File: src/rtl/uart_pkg.sv
// Shared UART receiver types: FSM state encoding and error vector bit positions.
// Pure declarations, no latency and no flow control.
package uart_pkg;

  typedef enum logic [2:0] {
    IDLE   = 3'd0,
    START  = 3'd1,
    DATA   = 3'd2,
    PARITY = 3'd3,
    STOP   = 3'd4
  } rx_state_e;

  localparam int ERR_PAR = 2;
  localparam int ERR_OVR = 1;
  localparam int ERR_FRM = 0;

endpackage

File: src/rtl/uart_bit_timer.sv
// Bit-period counter: tick at OVS/2-1 (half) or OVS-1 (full), then wraps to 0.
// tick is combinational from the count; clear holds the count at 0, no backpressure.
module uart_bit_timer #(
  parameter int OVS = 16,
  parameter int CW  = 4
) (
  input  logic clk,
  input  logic rst,
  input  logic clear,
  input  logic full,
  output logic tick
);

  localparam logic [CW-1:0] HALF_END = CW'(OVS / 2 - 1);
  localparam logic [CW-1:0] FULL_END = CW'(OVS - 1);

  logic [CW-1:0] cnt;

  assign tick = (cnt == (full ? FULL_END : HALF_END));

  always_ff @(posedge clk or posedge rst) begin
    if (rst) begin
      cnt <= '0;
    end else if (clear || tick) begin
      cnt <= '0;
    end else begin
      cnt <= cnt + CW'(1);
    end
  end

endmodule

File: src/rtl/uart_rx_ctrl.sv
// UART receive control: strobes are combinational from FSM/timer, rx_valid/error registered at frame end.
// rx_valid holds until rd_ack; an unacknowledged frame is overwritten and flagged as overrun.
module uart_rx_ctrl
  import uart_pkg::*;
#(
  parameter int OVS = 16,
  parameter int CW  = 4
) (
  input  logic       clk,
  input  logic       rst,
  input  logic       din,
  input  logic       dnum,
  input  logic       snum,
  input  logic       par_en,
  input  logic       par_odd,
  input  logic       rd_ack,
  output logic       sample,
  output logic       shift_en,
  output logic       rx_bit,
  output logic [2:0] bit_idx,
  output logic       frame_done,
  output logic       rx_valid,
  output logic [2:0] error
);

  logic       sync1, sync2;
  rx_state_e  state_q, state_d;
  logic       tick, tmr_clear, tmr_full;
  logic       dnum_l, snum_l, par_en_l, par_odd_l;
  logic       par_acc, frm_err, stop_idx, brk_wait;
  logic [2:0] bit_idx_q, last_idx;
  logic       start_go;
  logic [2:0] err_d;

  assign rx_bit   = sync2;
  assign bit_idx  = bit_idx_q;
  assign tmr_full = (state_q != START);
  assign last_idx = dnum_l ? 3'd7 : 3'd6;
  assign start_go = (state_q == IDLE) && (state_d == START);

  uart_bit_timer #(.OVS(OVS), .CW(CW)) u_timer (
    .clk   (clk),
    .rst   (rst),
    .clear (tmr_clear),
    .full  (tmr_full),
    .tick  (tick)
  );

  always_ff @(posedge clk or posedge rst) begin
    if (rst) begin
      sync1   <= 1'b1;
      sync2   <= 1'b1;
      state_q <= IDLE;
    end else begin
      sync1   <= din;
      sync2   <= sync1;
      state_q <= state_d;
    end
  end

  always_comb begin
    state_d    = state_q;
    tmr_clear  = 1'b0;
    sample     = 1'b0;
    shift_en   = 1'b0;
    frame_done = 1'b0;
    case (state_q)
      IDLE: begin
        tmr_clear = 1'b1;
        // after a break the line must return high before a new start is accepted
        if (!sync2 && !brk_wait) state_d = START;
      end
      START: begin
        sample = tick;
        if (tick) begin
          if (!sync2) begin
            state_d   = DATA;
            tmr_clear = 1'b1;
          end else begin
            state_d = IDLE;
          end
        end
      end
      DATA: begin
        sample   = tick;
        shift_en = tick;
        if (tick && bit_idx_q == last_idx) state_d = par_en_l ? PARITY : STOP;
      end
      PARITY: begin
        sample = tick;
        if (tick) state_d = STOP;
      end
      STOP: begin
        sample = tick;
        if (tick && stop_idx == snum_l) begin
          frame_done = 1'b1;
          state_d    = IDLE;
        end
      end
      default: state_d = IDLE;
    endcase
  end

  always_comb begin
    err_d          = '0;
    err_d[ERR_PAR] = par_en_l && (par_acc != par_odd_l);
    err_d[ERR_OVR] = rx_valid && !rd_ack;
    err_d[ERR_FRM] = frm_err || !sync2;
  end

  always_ff @(posedge clk or posedge rst) begin
    if (rst) begin
      dnum_l    <= 1'b0;
      snum_l    <= 1'b0;
      par_en_l  <= 1'b0;
      par_odd_l <= 1'b0;
      par_acc   <= 1'b0;
      frm_err   <= 1'b0;
      stop_idx  <= 1'b0;
      brk_wait  <= 1'b0;
      bit_idx_q <= 3'd0;
      rx_valid  <= 1'b0;
      error     <= 3'b000;
    end else begin
      if (start_go) begin
        dnum_l    <= dnum;
        snum_l    <= snum;
        par_en_l  <= par_en;
        par_odd_l <= par_odd;
        par_acc   <= 1'b0;
        frm_err   <= 1'b0;
        stop_idx  <= 1'b0;
        bit_idx_q <= 3'd0;
      end
      if (shift_en) bit_idx_q <= (state_d == DATA) ? bit_idx_q + 3'd1 : 3'd0;
      if (sample && (state_q == DATA || state_q == PARITY)) par_acc <= par_acc ^ sync2;
      if (sample && state_q == STOP) begin
        stop_idx <= 1'b1;
        if (!sync2) frm_err <= 1'b1;
      end
      if (frame_done) begin
        brk_wait <= !sync2;
        error    <= err_d;
        rx_valid <= 1'b1;
      end else begin
        if (sync2) brk_wait <= 1'b0;
        if (rd_ack) rx_valid <= 1'b0;
      end
    end
  end

endmodule
File: config.mk
export PLATFORM = sky130hd
export DESIGN_NAME = uart_rx_ctrl
export DESIGN_NICKNAME = d
export VERILOG_FILES = /design/src/rtl/uart_pkg.sv /design/src/rtl/uart_bit_timer.sv /design/src/rtl/uart_rx_ctrl.sv
export SDC_FILE = /design/constraint.sdc
export NUM_CORES = 1
export LEC_CHECK = 0
export BUFFER_PORTS_ARGS = -buffer_cell sky130_fd_sc_hd__buf_2
export CAP_MARGIN = 15
export CORE_UTILIZATION = 39
export DETAILED_ROUTE_END_ITERATION = 8
export PLACE_DENSITY = 0.63
export SYNTH_ARGS = -nofsm -noshare
export SYNTH_HDL_FRONTEND = slang
export SYNTH_HIERARCHICAL = 1
export SYNTH_SLANG_ARGS = --single-unit
File: constraint.sdc
create_clock -name clk -period 2.3 [get_ports clk]
set_input_delay 0 -clock clk [delete_from_list [all_inputs] [get_ports clk]]
set_output_delay 0 -clock clk [all_outputs]
set_load 0.02 [all_outputs]
==> results of run 1 <==
==> stage by stage <==
step	instances	util, %	cell area [um^2]	hold slack (ps)
2_1_floorplan	104	-	1200	-234
3_3_place_gp	151	46.3	1310	-110
3_5_place_dp	151	46.3	1310	-102
4_1_cts	162	50.0	1420	78.3
5_1_grt	162	50.0	1420	95.4
6_report	162	50.0	1420	99.5
==> report_power, final <==
| part | total [mW] | internal [mW] | switching, mW | leakage (nW) |
|---|---|---|---|---|
| Combinational | 0.470 | 0.225 | 0.244 | 0.365 |
| Sequential | 0.624 | 0.526 | 0.0980 | 0.304 |
| Clock | 0.218 | 0.0967 | 0.121 | 0.0210 |
==> state kept, by name (all words and copies together) (netlist names), 3 cells and up <==
register / cells
error: 3
u_timer/cnt: 4
bit_idx: 3
state_q: 3
==> worst paths after layout <==
check / from / endpoint / slack (ps) / depth (start not counted)
min in group clk: din / sync1 / 340 / 2
max: state_q[0] / frame_done / 290 / 6
min reg2reg: sync1 / rx_bit / 370 / 0
max in group asynchronous: rst / error[2] / 1490 / 3
min: rst / u_timer/cnt[2] / 100 / 3
max reg2reg: state_q[0] / bit_idx[0] / 370 / 6
==> layer usage <==
| metal | share of wire [%] | wire length (um) | track usage (%) | vias to the layer above |
|---|---|---|---|---|
| li1 | - | - | - | 420 |
| met1 | 50 | 1050 | 20.6 | 400 |
| met2 | 45 | 936 | 21.4 | 15 |
| met3 | 3.9 | 82 | 4.76 | 2 |
| met4 | 1.0 | 21 | 4.18 | 0 |
| met5 | 0 | 0 | 0 | - |
==> cells by family after synthesis <==
group / after synthesis
fa+ha+maj: 2
flops: 24
compound gates: 18
xor+xnor: 8
mux: 8
simple gates: 31
buf+inv: 13
==> worst max-delay path: cells and delay by family (launching register included) <==
kind / cells / cell delay [ps]
buffers and inverters: 2 / 250
and+or+nand+nor: 3 / 660
xor gates and xnor gates: 1 / 200
DFF: 1 / 590
==> Yosys cell counts, types with 2 or more instances <==
| master | number | share of area (%) |
|---|---|---|
| sky130_fd_sc_hd__a21oi_1 | 3 | 1.3 |
| sky130_fd_sc_hd__a31o_2 | 2 | 1.5 |
| sky130_fd_sc_hd__buf_4 | 2 | 1.3 |
| sky130_fd_sc_hd__dfrtp_1 | 22 | 46 |
| sky130_fd_sc_hd__dfstp_2 | 2 | 4.4 |
| sky130_fd_sc_hd__ha_1 | 2 | 2.1 |
| sky130_fd_sc_hd__inv_1 | 9 | 2.8 |
| sky130_fd_sc_hd__mux2_1 | 4 | 3.8 |
| sky130_fd_sc_hd__mux2_2 | 3 | 2.8 |
| sky130_fd_sc_hd__nand2_1 | 5 | 1.6 |
| sky130_fd_sc_hd__nand2b_1 | 2 | 1.0 |
| sky130_fd_sc_hd__nor2_1 | 5 | 1.6 |
| sky130_fd_sc_hd__nor2_2 | 2 | 1.0 |
| sky130_fd_sc_hd__o21ai_0 | 3 | 1.3 |
| sky130_fd_sc_hd__xnor2_1 | 5 | 3.7 |
| sky130_fd_sc_hd__xor2_1 | 3 | 2.2 |
==> cell type report <==
| type | count | area (um^2) |
|---|---|---|
| fillers | 269 | 1410 |
| repair buffers | 27 | 175 |
| multi-input cells | 67 | 528 |
| clock buffers | 4 | 36.3 |
| flip-flops and latches | 24 | 603 |
| well taps | 31 | 38.8 |
| inverters | 9 | 33.8 |
==> load_flow_metrics.sql, run 1 <==
INSERT INTO impl_metrics (metric_group, metric, value, unit) VALUES
('outcome', 'outcome', 'completed', ''),
('setup_path', 'worstPathArrival', '2010', 'ps'),
('floorplan', 'fp-row-count', '19', ''),
('sta', 'max_slew_margin', '50.7', '%'),
('pwr', 'power_density', '927', 'nW/um^2'),
('grt', 'grt_antenna_before_repair', '0', ''),
('synth', 'yosysWarningCount', '6', ''),
('floorplan', 'initial_core_util', '42.3', '%'),
('layout', 'area_growth_syn_to_layout', '18.3', '%'),
('setup_path', 'critical_path.slowest_cell', 'sky130_fd_sc_hd__dfrtp_1', ''),
('clock_network', 'htree_num_levels', '1', ''),
('drt', 'drt-initial-drc-count', '12', ''),
('synth', 'portion_of_the_post_synthesis_area_used_by_sequential_elements', '50.4', '%'),
('layout', 'final_net_count', '142', ''),
('setup_path', 'required', '2300', 'ps'),
('drt', 'drtAntennaViolNets', '0', ''),
('setup_path', 'type_of_destination_of_the_critical_path', 'primary output', ''),
('placement', 'port_buffers', '18', ''),
('drt', 'remaining_drc_errors', '0', ''),
('placement', 'place.gp.congestion', '0.805', ''),
('sta', 'timing_hold_violations_final', '0', ''),
('clock_network', 'cts_buffers', '3', ''),
('setup_path', 'crit_chain', 'nand2_1 -> xnor2_1 -> and3_2 -> nand4_2 -> inv_1 -> buf_2', ''),
('synth', 'post_synth_edffs', '0', ''),
('synth', 'post_synth_xor_area_fraction', '5.86', '%'),
('clock_network', 'cts.clk_slew.worst_paths', '130', 'ps'),
('sta', 'postLayoutSetupSlackWorst', '287', 'ps'),
('floorplan', 'io_pins', '19', ''),
('sta', 'timing.fmax', '0.497', 'GHz'),
('clock_network', 'ctsResizeCount', '0', ''),
('grt', 'grt_max_degree', '21', ''),
('clock_network', 'cts-root-to-sink-buffers', '2', ''),
('synth', 'synth_top_family_by_area', 'simple AND/OR/NAND/NOR gates', ''),
('flow_run', 'drv.max_cap_violation_count', '0', ''),
('sta', 'final.period_utilization', '87.5', '%'),
('sta', 'worstMarginPinSlew', '738', 'ps'),
('setup_path', 'critical_path_class', 'flip-flop to primary output', ''),
('drt', 'route.vias.total', '837', ''),
('drt', 'post_drt_via_cell_ratio', '5.17', ''),
('synth', 'ys_ff_latch', '24', ''),
('synth', 'synth.area.mux_share', '7.43', '%'),
('setup_path', 'critPathLaunchType', 'flip-flop', ''),
('synth', 'synthAdderAreaFrac', '2.09', '%'),
('clock_network', 'tritoncts', 'done', ''),
('floorplan', 'design.core.area', '2830', 'um^2'),
('worst_hold_path', 'timing.hold.worst.class', 'primary input to async pin', ''),
('pwr', 'p_total', '1.31', 'mW'),
('drt', 'postRouteWirelength', '2090', 'um'),
('grt', 'wire_length_of_the_first_global_routing_pass', '3580', 'um'),
('synth', 'synth-simple-area-share', '17.8', '%'),
('layout', 'final_layout_size_suffix_gt1_share', '32.1', '%'),
('drt', 'firstDrtPassIters', '4', ''),
('layout', 'layout_common_cells', 'sky130_fd_sc_hd__dfrtp_1, sky130_fd_sc_hd__buf_2, sky130_fd_sc_hd__inv_1, sky130_fd_sc_hd__dlygate4sd3_1', ''),
('synth', 'synth.distinct_cells', '46', ''),
('synth', 'async_reset_ff_share', '100', '%'),
('grt', 'grt_use_total', '14.6', '%'),
('clock_network', 'cts-root-buf', 'sky130_fd_sc_hd__clkbuf_4', ''),
('synth', 'synth-compound-area-share', '11.0', '%'),
('pwr', 'power_leakage', '0.690', 'nW'),
('synth', 'cells_after_synthesis', '104', ''),
('clock_network', 'cts-hold-fix-buffers', '7', ''),
('placement', 'pre_cts_slack', '396', 'ps'),
('floorplan', 'die_width', '57.4', 'um'),
('placement', 'dpl_wire_length', '1500', 'um'),
('sta', 'worst_case_clock_skew', '5.38', 'ps'),
('sta', 'finalSetupViolCount', '0', ''),
('layout', 'num_antenna_cells', '0', ''),
('setup_path', 'worstPathMaxFanout', '12', ''),
('sta', 'final_period_minus_worst_setup_slack', '2010', 'ps'),
('drt', 'wl_per_cell', '12.9', 'um'),
('clock_network', 'clock_latency_reported_for_the_late_side_of_the_worst_skew_pair', '310', 'ps');
No activity file was read; power rests on OpenSTA's default activity.
==> run 2, diff against run 1 <==
ABC_AREA = 1   (was unset)
PLACE_DENSITY = 0.62   (was 0.63)
==> load_flow_metrics.sql, run 2 <==
INSERT INTO impl_metrics (metric_group, metric, value, unit) VALUES
('synth', 'synth_largest_type_area_fraction', '45.6', '%'),
('synth', 'async_reset_ff_share', '100', '%'),
('worst_hold_path', 'timing.hold.worst.class', 'primary input to async pin', ''),
('layout', 'largest-register', 'u_timer/cnt', ''),
('grt', 'wire_length_of_the_first_global_routing_pass', '3930', 'um'),
('sta', 'timing.fmax', '0.502', 'GHz'),
('clock_network', 'tritoncts', 'done', ''),
('synth', 'portion_of_the_post_synthesis_area_used_by_sequential_elements', '49.9', '%'),
('pwr', 'power.clock.fraction', '23.5', '%'),
('layout', 'final_net_count', '176', ''),
('clock_network', 'cts.clk_slew.worst_paths', '120', 'ps'),
('layout', 'final_core_util', '51.1', '%'),
('clock_network', 'cts-hold-fix-buffers', '7', ''),
('floorplan', 'die_width', '57.6', 'um'),
('layout', 'area_growth_syn_to_layout', '20.8', '%'),
('pwr', 'netSwitchingPower', '0.450', 'mW'),
('setup_path', 'critPathLaunchType', 'flip-flop', ''),
('drt', 'route.vias.total', '938', ''),
('pwr', 'seq_power_share', '46.0', '%'),
('grt', 'grt_use_total', '15.5', '%'),
('layout', 'num_antenna_cells', '0', ''),
('synth', 'synth_top_flop_cell', 'sky130_fd_sc_hd__dfrtp_1', ''),
('sta', 'grt_setup_unrepaired', 'false', ''),
('layout', 'seqCellArea', '603', 'um^2'),
('setup_path', 'critical_path_class', 'flip-flop to primary output', ''),
('setup_path', 'required', '2300', 'ps'),
('setup_path', 'regToRegStartpoint', 'state_q[0]', ''),
('pwr', 'power_density', '875', 'nW/um^2'),
('pwr', 'power_leakage', '0.747', 'nW'),
('grt', 'grt_antenna_before_repair', '0', ''),
('layout', 'layout_common_cells', 'sky130_fd_sc_hd__nand2_1, sky130_fd_sc_hd__dfrtp_1, sky130_fd_sc_hd__inv_1, sky130_fd_sc_hd__buf_2, sky130_fd_sc_hd__nor2_1', ''),
('layout', 'fin_area', '1460', 'um^2'),
('floorplan', 'initial_core_util', '42.3', '%'),
('synth', 'post_synth_edffs', '0', ''),
('drt', 'wl_per_cell', '11.5', 'um'),
('pwr', 'part_of_the_power_in_combinational_logic', '30.6', '%'),
('sta', 'timing_max_transition_violations_final', '0', ''),
('sta', 'hold_ws', '106', 'ps'),
('setup_path', 'worstPathArrival', '1990', 'ps'),
('synth', 'post_synth.cell_area_avg', '8.88', 'um^2'),
('floorplan', 'floorplan.die_area', '3320', 'um^2'),
('clock_network', 'cts_buffers', '3', ''),
('clock_network', 'htree_num_levels', '1', ''),
('sta', 'setup_tns', '0', 'ps'),
('sta', 'timing_hold_violations_final', '0', ''),
('floorplan', 'io_pins', '19', ''),
('synth', 'most_instantiated_library_cell_after_synthesis', 'sky130_fd_sc_hd__nand2_1', ''),
('layout', 'final.fill_count', '291', ''),
('drt', 'remaining_drc_errors', '1', ''),
('drt', 'drt-initial-drc-count', '31', ''),
('grt', 'grt_remaining_overflow', '0', ''),
('synth', 'synth.net_count', '146', ''),
('sta', 'finalSetupViolCount', '0', ''),
('outcome', 'outcome', 'finished, violations left', ''),
('synth', 'synth.area.top_cells', 'sky130_fd_sc_hd__dfrtp_1, sky130_fd_sc_hd__nand2_1, sky130_fd_sc_hd__inv_1', ''),
('drt', 'postRouteWirelength', '2250', 'um'),
('floorplan', 'die_h', '57.6', 'um'),
('flow_run', 'drv.max_cap_violation_count', '0', ''),
('synth', 'synthesis.area', '1210', 'um^2'),
('clock_network', 'clock_sinks', '24', ''),
('synth', 'cells_after_synthesis', '136', ''),
('floorplan', 'design.core.area', '2850', 'um^2'),
('clock_network', 'ctsResizeCount', '0', ''),
('placement', 'place_area', '1340', 'um^2'),
('placement', 'place.gp.congestion', '0.848', ''),
('clock_network', 'post_cts.repair.setup_buffers', '0', ''),
('placement', 'dpl_wire_length', '1740', 'um'),
('pwr', 'switching_share', '35.3', '%'),
('pwr', 'internal-power', '0.826', 'mW'),
('grt', 'grt_max_degree', '21', ''),
('setup_path', 'type_of_destination_of_the_critical_path', 'primary output', ''),
('layout', 'largest_register_ffs', '4', ''),
('clock_network', 'clock_latency_reported_for_the_late_side_of_the_worst_skew_pair', '310', 'ps'),
('outcome', 'failed_checks', 'design-rule violations', ''),
('synth', 'synth.distinct_cells', '26', ''),
('placement', 'port_buffers', '18', ''),
('sta', 'worstMarginPinSlew', '758', 'ps'),
('clock_network', 'cts-root-buf', 'sky130_fd_sc_hd__clkbuf_4', ''),
('synth', 'yosys.area.top_type', 'sky130_fd_sc_hd__dfrtp_1', ''),
('clock_network', 'cts-root-to-sink-buffers', '2', ''),
('synth', 'synth_top_cells_by_count', 'sky130_fd_sc_hd__nand2_1, sky130_fd_sc_hd__dfrtp_1, sky130_fd_sc_hd__inv_1', ''),
('drt', 'post_drt_via_cell_ratio', '4.79', ''),
('grt', 'grt_pass1_vias', '903', ''),
('sta', 'max_slew_margin', '49.4', '%'),
('setup_path', 'worst_setup_path_startpoint', 'state_q[0]', ''),
('drt', 'drtAntennaViolNets', '0', ''),
('synth', 'ys_ff_latch', '24', ''),
('layout', 'multi_input_area', '508', 'um^2'),
('setup_path', 'worstPathMaxFanout', '6', ''),
('sta', 'final.period_utilization', '86.6', '%'),
('drt', 'firstDrtPassIters', '6', ''),
('layout', 'final_layout_size_suffix_gt1_share', '27.9', '%'),
('synth', 'yosysWarningCount', '6', ''),
('floorplan', 'fp-row-count', '19', ''),
('layout', 'layout.cells.most_common', 'sky130_fd_sc_hd__nand2_1', ''),
('sta', 'final_period_minus_worst_setup_slack', '1990', 'ps'),
('pwr', 'max-vdd-ir-drop', '0.412', 'mV'),
('sta', 'worst_case_clock_skew', '10.0', 'ps');
==> run 2: cell types whose count changed after synthesis, sizes merged, moves of 4 or more <==
cell	previous run	this run
xnor2	5	1
nand2	6	33
mux2	7	0
buf	4	0
nand3	1	6
nor2	8	18
inv	9	25
o21ai	4	9
nand4	2	6
==> run 2: path summary, 6_finish.rpt <==
| kind | slack (ps) | to | depth (start not counted) |
|---|---|---|---|
| max | 310 | frame_done | 7 |
| min | 110 | u_timer/cnt[2] | 3 |
| max reg2reg | 440 | bit_idx[2] | 11 |
| min reg2reg | 370 | rx_bit | 0 |
| max in group asynchronous | 1470 | bit_idx[2] | 3 |
| min in group clk | 320 | sync1 | 2 |
==> run 2: kinds of logic after synthesis <==
group | share of synthesized area, %
flip-flops | 49.9
buffers and inverters | 7.98
XOR/XNOR | 2.18
AND/OR/NAND/NOR | 29.4
adder cells (fa/ha/maj) | 2.07
AO/OA/AOI/OAI | 8.39
==> run 2: cell type report <==
| class | instances | area share (%) |
|---|---|---|
| clock inverters | 1 | 2.06 |
| clock buffers | 3 | 1.54 |
| well taps | 31 | 2.66 |
| flip-flops and latches | 24 | 41.3 |
| repair buffers | 25 | 11.0 |
| inverters | 25 | 6.60 |
| multi-input cells | 87 | 34.8 |
==> run 2: metal layers <==
metal | global-route usage (%) | vias to the layer above | wire length [um]
met5 | 0 | - | 0
met4 | 7.32 | 0 | 36
met3 | 2.01 | 4 | 64
met2 | 25.4 | 17 | 1020
met1 | 20.6 | 428 | 1130
li1 | - | 489 | -
==> run 2: power by group through the flow <==
stage | Sequential, mW | Combinational, mW | Clock (mW)
global route | 0.601 | 0.455 | 0.326
CTS | 0.588 | 0.395 | 0.315
floorplan | 0.581 | 0.311 | 0
detailed placement | 0.597 | 0.383 | 0
finish | 0.587 | 0.390 | 0.299
global placement | 0.591 | 0.370 | 0
==> run 2: critical path, cell delays in order (launching register included) <==
cell and delay (ps):
sky130_fd_sc_hd__dfrtp_1 560, sky130_fd_sc_hd__nand3b_4 140, sky130_fd_sc_hd__nand2_1 110, sky130_fd_sc_hd__nand3_2 90
sky130_fd_sc_hd__inv_1 180, sky130_fd_sc_hd__nand3_1 200, sky130_fd_sc_hd__nor3_4 200, sky130_fd_sc_hd__buf_2 200
==> run 2: metrics by stage <==
step | cells | total power, mW | setup WS [ps]
finish | 196 | 1.28 | 309
global route | 196 | 1.38 | 153
CTS | 196 | 1.30 | 290
detailed placement | 185 | 0.980 | 484
global placement | 185 | 0.961 | 559
floorplan | 136 | 0.892 | 628
==> run 3, diff against run 2 <==
RECOVER_POWER = 100   (was unset)
clock period = 2.4 ns   (was 2.3 ns; I/O delays follow)
==> load_flow_metrics.sql, run 3 (synthesis gave the netlist of run 2 again) <==
INSERT INTO impl_metrics (metric_group, metric, value, unit) VALUES
('worst_hold_path', 'timing.hold.worst.class', 'primary input to async pin', ''),
('setup_path', 'ff2ff_setup_slack', '390', 'ps'),
('layout', 'final_layout_size_suffix_gt1_share', '14.5', '%'),
('clock_network', 'ctsResizeCount', '0', ''),
('sta', 'worstMarginPinSlew', '756', 'ps'),
('setup_path', 'critical_path_class', 'flip-flop to primary output', ''),
('grt', 'wire_length_of_the_first_global_routing_pass', '3930', 'um'),
('clock_network', 'cts-hold-fix-buffers', '7', ''),
('drt', 'drt-initial-drc-count', '26', ''),
('floorplan', 'fp-row-count', '19', ''),
('placement', 'port_buffers', '18', ''),
('clock_network', 'post_cts.repair.setup_buffers', '0', ''),
('layout', 'area_growth_syn_to_layout', '16.1', '%'),
('flow_run', 'drv.max_cap_violation_count', '0', ''),
('pwr', 'power_leakage', '0.694', 'nW'),
('setup_path', 'required', '2400', 'ps'),
('floorplan', 'die_width', '57.6', 'um'),
('sta', 'timing_max_transition_violations_final', '0', ''),
('layout', 'final_net_count', '176', ''),
('layout', 'layout_common_cells', 'sky130_fd_sc_hd__nand2_1, sky130_fd_sc_hd__dfrtp_1, sky130_fd_sc_hd__inv_1, sky130_fd_sc_hd__nor2_1, sky130_fd_sc_hd__clkbuf_1', ''),
('grt', 'grt_remaining_overflow', '0', ''),
('floorplan', 'design.core.area', '2850', 'um^2'),
('outcome', 'failed_checks', 'design-rule violations', ''),
('clock_network', 'htree_num_levels', '1', ''),
('clock_network', 'tritoncts', 'done', ''),
('setup_path', 'worstPathArrival', '2070', 'ps'),
('floorplan', 'initial_core_util', '42.3', '%'),
('sta', 'max_slew_margin', '49.5', '%'),
('setup_path', 'critPathLaunchType', 'flip-flop', ''),
('sta', 'grt_setup_unrepaired', 'false', ''),
('grt', 'grt_max_degree', '21', ''),
('drt', 'wl_per_cell', '11.5', 'um'),
('clock_network', 'cts.clk_slew.worst_paths', '120', 'ps'),
('grt', 'grt_pass1_vias', '903', ''),
('placement', 'dpl_wire_length', '1740', 'um'),
('sta', 'timing.fmax', '0.482', 'GHz'),
('layout', 'largest_register_ffs', '4', ''),
('layout', 'final_core_util', '49.1', '%'),
('floorplan', 'floorplan.die_area', '3320', 'um^2'),
('drt', 'drtAntennaViolNets', '0', ''),
('pwr', 'max-vdd-ir-drop', '0.392', 'mV'),
('drt', 'postRouteWirelength', '2250', 'um'),
('setup_path', 'type_of_destination_of_the_critical_path', 'primary output', ''),
('outcome', 'outcome', 'finished, violations left', ''),
('placement', 'place.gp.congestion', '0.848', ''),
('clock_network', 'cts_buffers', '3', ''),
('floorplan', 'die_h', '57.6', 'um'),
('drt', 'remaining_drc_errors', '1', ''),
('drt', 'firstDrtPassIters', '6', ''),
('floorplan', 'io_pins', '19', ''),
('layout', 'layout.cells.most_common', 'sky130_fd_sc_hd__nand2_1', ''),
('clock_network', 'clock_latency_reported_for_the_late_side_of_the_worst_skew_pair', '320', 'ps'),
('sta', 'setup_tns', '0', 'ps'),
('sta', 'finalSetupViolCount', '0', ''),
('sta', 'final_period_minus_worst_setup_slack', '2070', 'ps'),
('layout', 'num_antenna_cells', '0', ''),
('setup_path', 'worstPathMaxFanout', '6', ''),
('layout', 'largest-register', 'u_timer/cnt', ''),
('clock_network', 'cts-root-buf', 'sky130_fd_sc_hd__clkbuf_4', ''),
('sta', 'timing_hold_violations_final', '0', ''),
('sta', 'worst_case_clock_skew', '9.78', 'ps'),
('grt', 'grt_use_total', '15.5', '%'),
('clock_network', 'cts-root-to-sink-buffers', '2', ''),
('drt', 'post_drt_via_cell_ratio', '4.78', ''),
('drt', 'route.vias.total', '936', ''),
('sta', 'final.period_utilization', '86.4', '%'),
('clock_network', 'clock_sinks', '24', ''),
('layout', 'final.fill_count', '307', ''),
('grt', 'grt_antenna_before_repair', '0', ''),
('pwr', 'power_density', '851', 'nW/um^2'),
('pwr', 'p_total', '1.19', 'mW');
run 3: changes by cell type in the layout (fill, tap and decap cells not counted), sizes merged:
cell | before | now
buf | 18 | 7
clkbuf | 3 | 14
run 3: metrics by stage:
| stage | instances | hold slack, ps | setup slack (ps) | instance area [um^2] |
|---|---|---|---|---|
| 3_5_place_dp | 185 | -103 | 584 | 1340 |
| 6_report | 196 | 86.3 | 327 | 1400 |
| 4_1_cts | 196 | 88.8 | 390 | 1460 |
| 5_1_grt | 196 | 113 | 173 | 1400 |
| 3_3_place_gp | 185 | -106 | 659 | 1340 |
| 2_1_floorplan | 136 | -234 | 728 | 1210 |
run 3: area by class of cell:
| cell class | instances | area [um^2] | share of cell area [%] |
|---|---|---|---|
| inverter | 25 | 96.3 | 6.88 |
| clock inverter | 1 | 30.0 | 2.14 |
| timing repair buffer | 25 | 146 | 10.4 |
| multi-input combinational | 87 | 464 | 33.1 |
| sequential | 24 | 603 | 43.0 |
| clock buffer | 3 | 22.5 | 1.61 |
| tap | 31 | 38.8 | 2.77 |
run 3: routing by layer:
layer | vias to the layer above | global-route usage, % | share of wire, %
met5 | - | 0 | 0
met4 | 0 | 7.32 | 1.8
met3 | 4 | 2.01 | 3.3
met2 | 18 | 25.4 | 45
met1 | 426 | 20.6 | 50
li1 | 488 | - | -
run 3: power breakdown:
part	total, mW	internal (mW)	switching, mW
registers	0.559	0.485	0.0735
clock network	0.288	0.169	0.119
logic	0.345	0.122	0.223
total	1.19	0.776	0.416
run 3: final timing paths:
check | from | endpoint | depth (start not counted)
max | state_q[0] | shift_en | 7
min | rst | u_timer/cnt[2] | 3
max reg2reg | state_q[0] | bit_idx[2] | 11
min reg2reg | sync1 | rx_bit | 0
max in group asynchronous | rst | bit_idx[2] | 3
min in group clk | din | sync1 | 2
run 3: worst max-delay path: stages, from the launching register on:
cell	delay, ps
sky130_fd_sc_hd__dfrtp_1	520
sky130_fd_sc_hd__nand3b_1	200
sky130_fd_sc_hd__nand2_1	120
sky130_fd_sc_hd__nand3_1	100
sky130_fd_sc_hd__inv_1	160
sky130_fd_sc_hd__inv_1	110
sky130_fd_sc_hd__nor2_1	290
sky130_fd_sc_hd__clkbuf_1	270
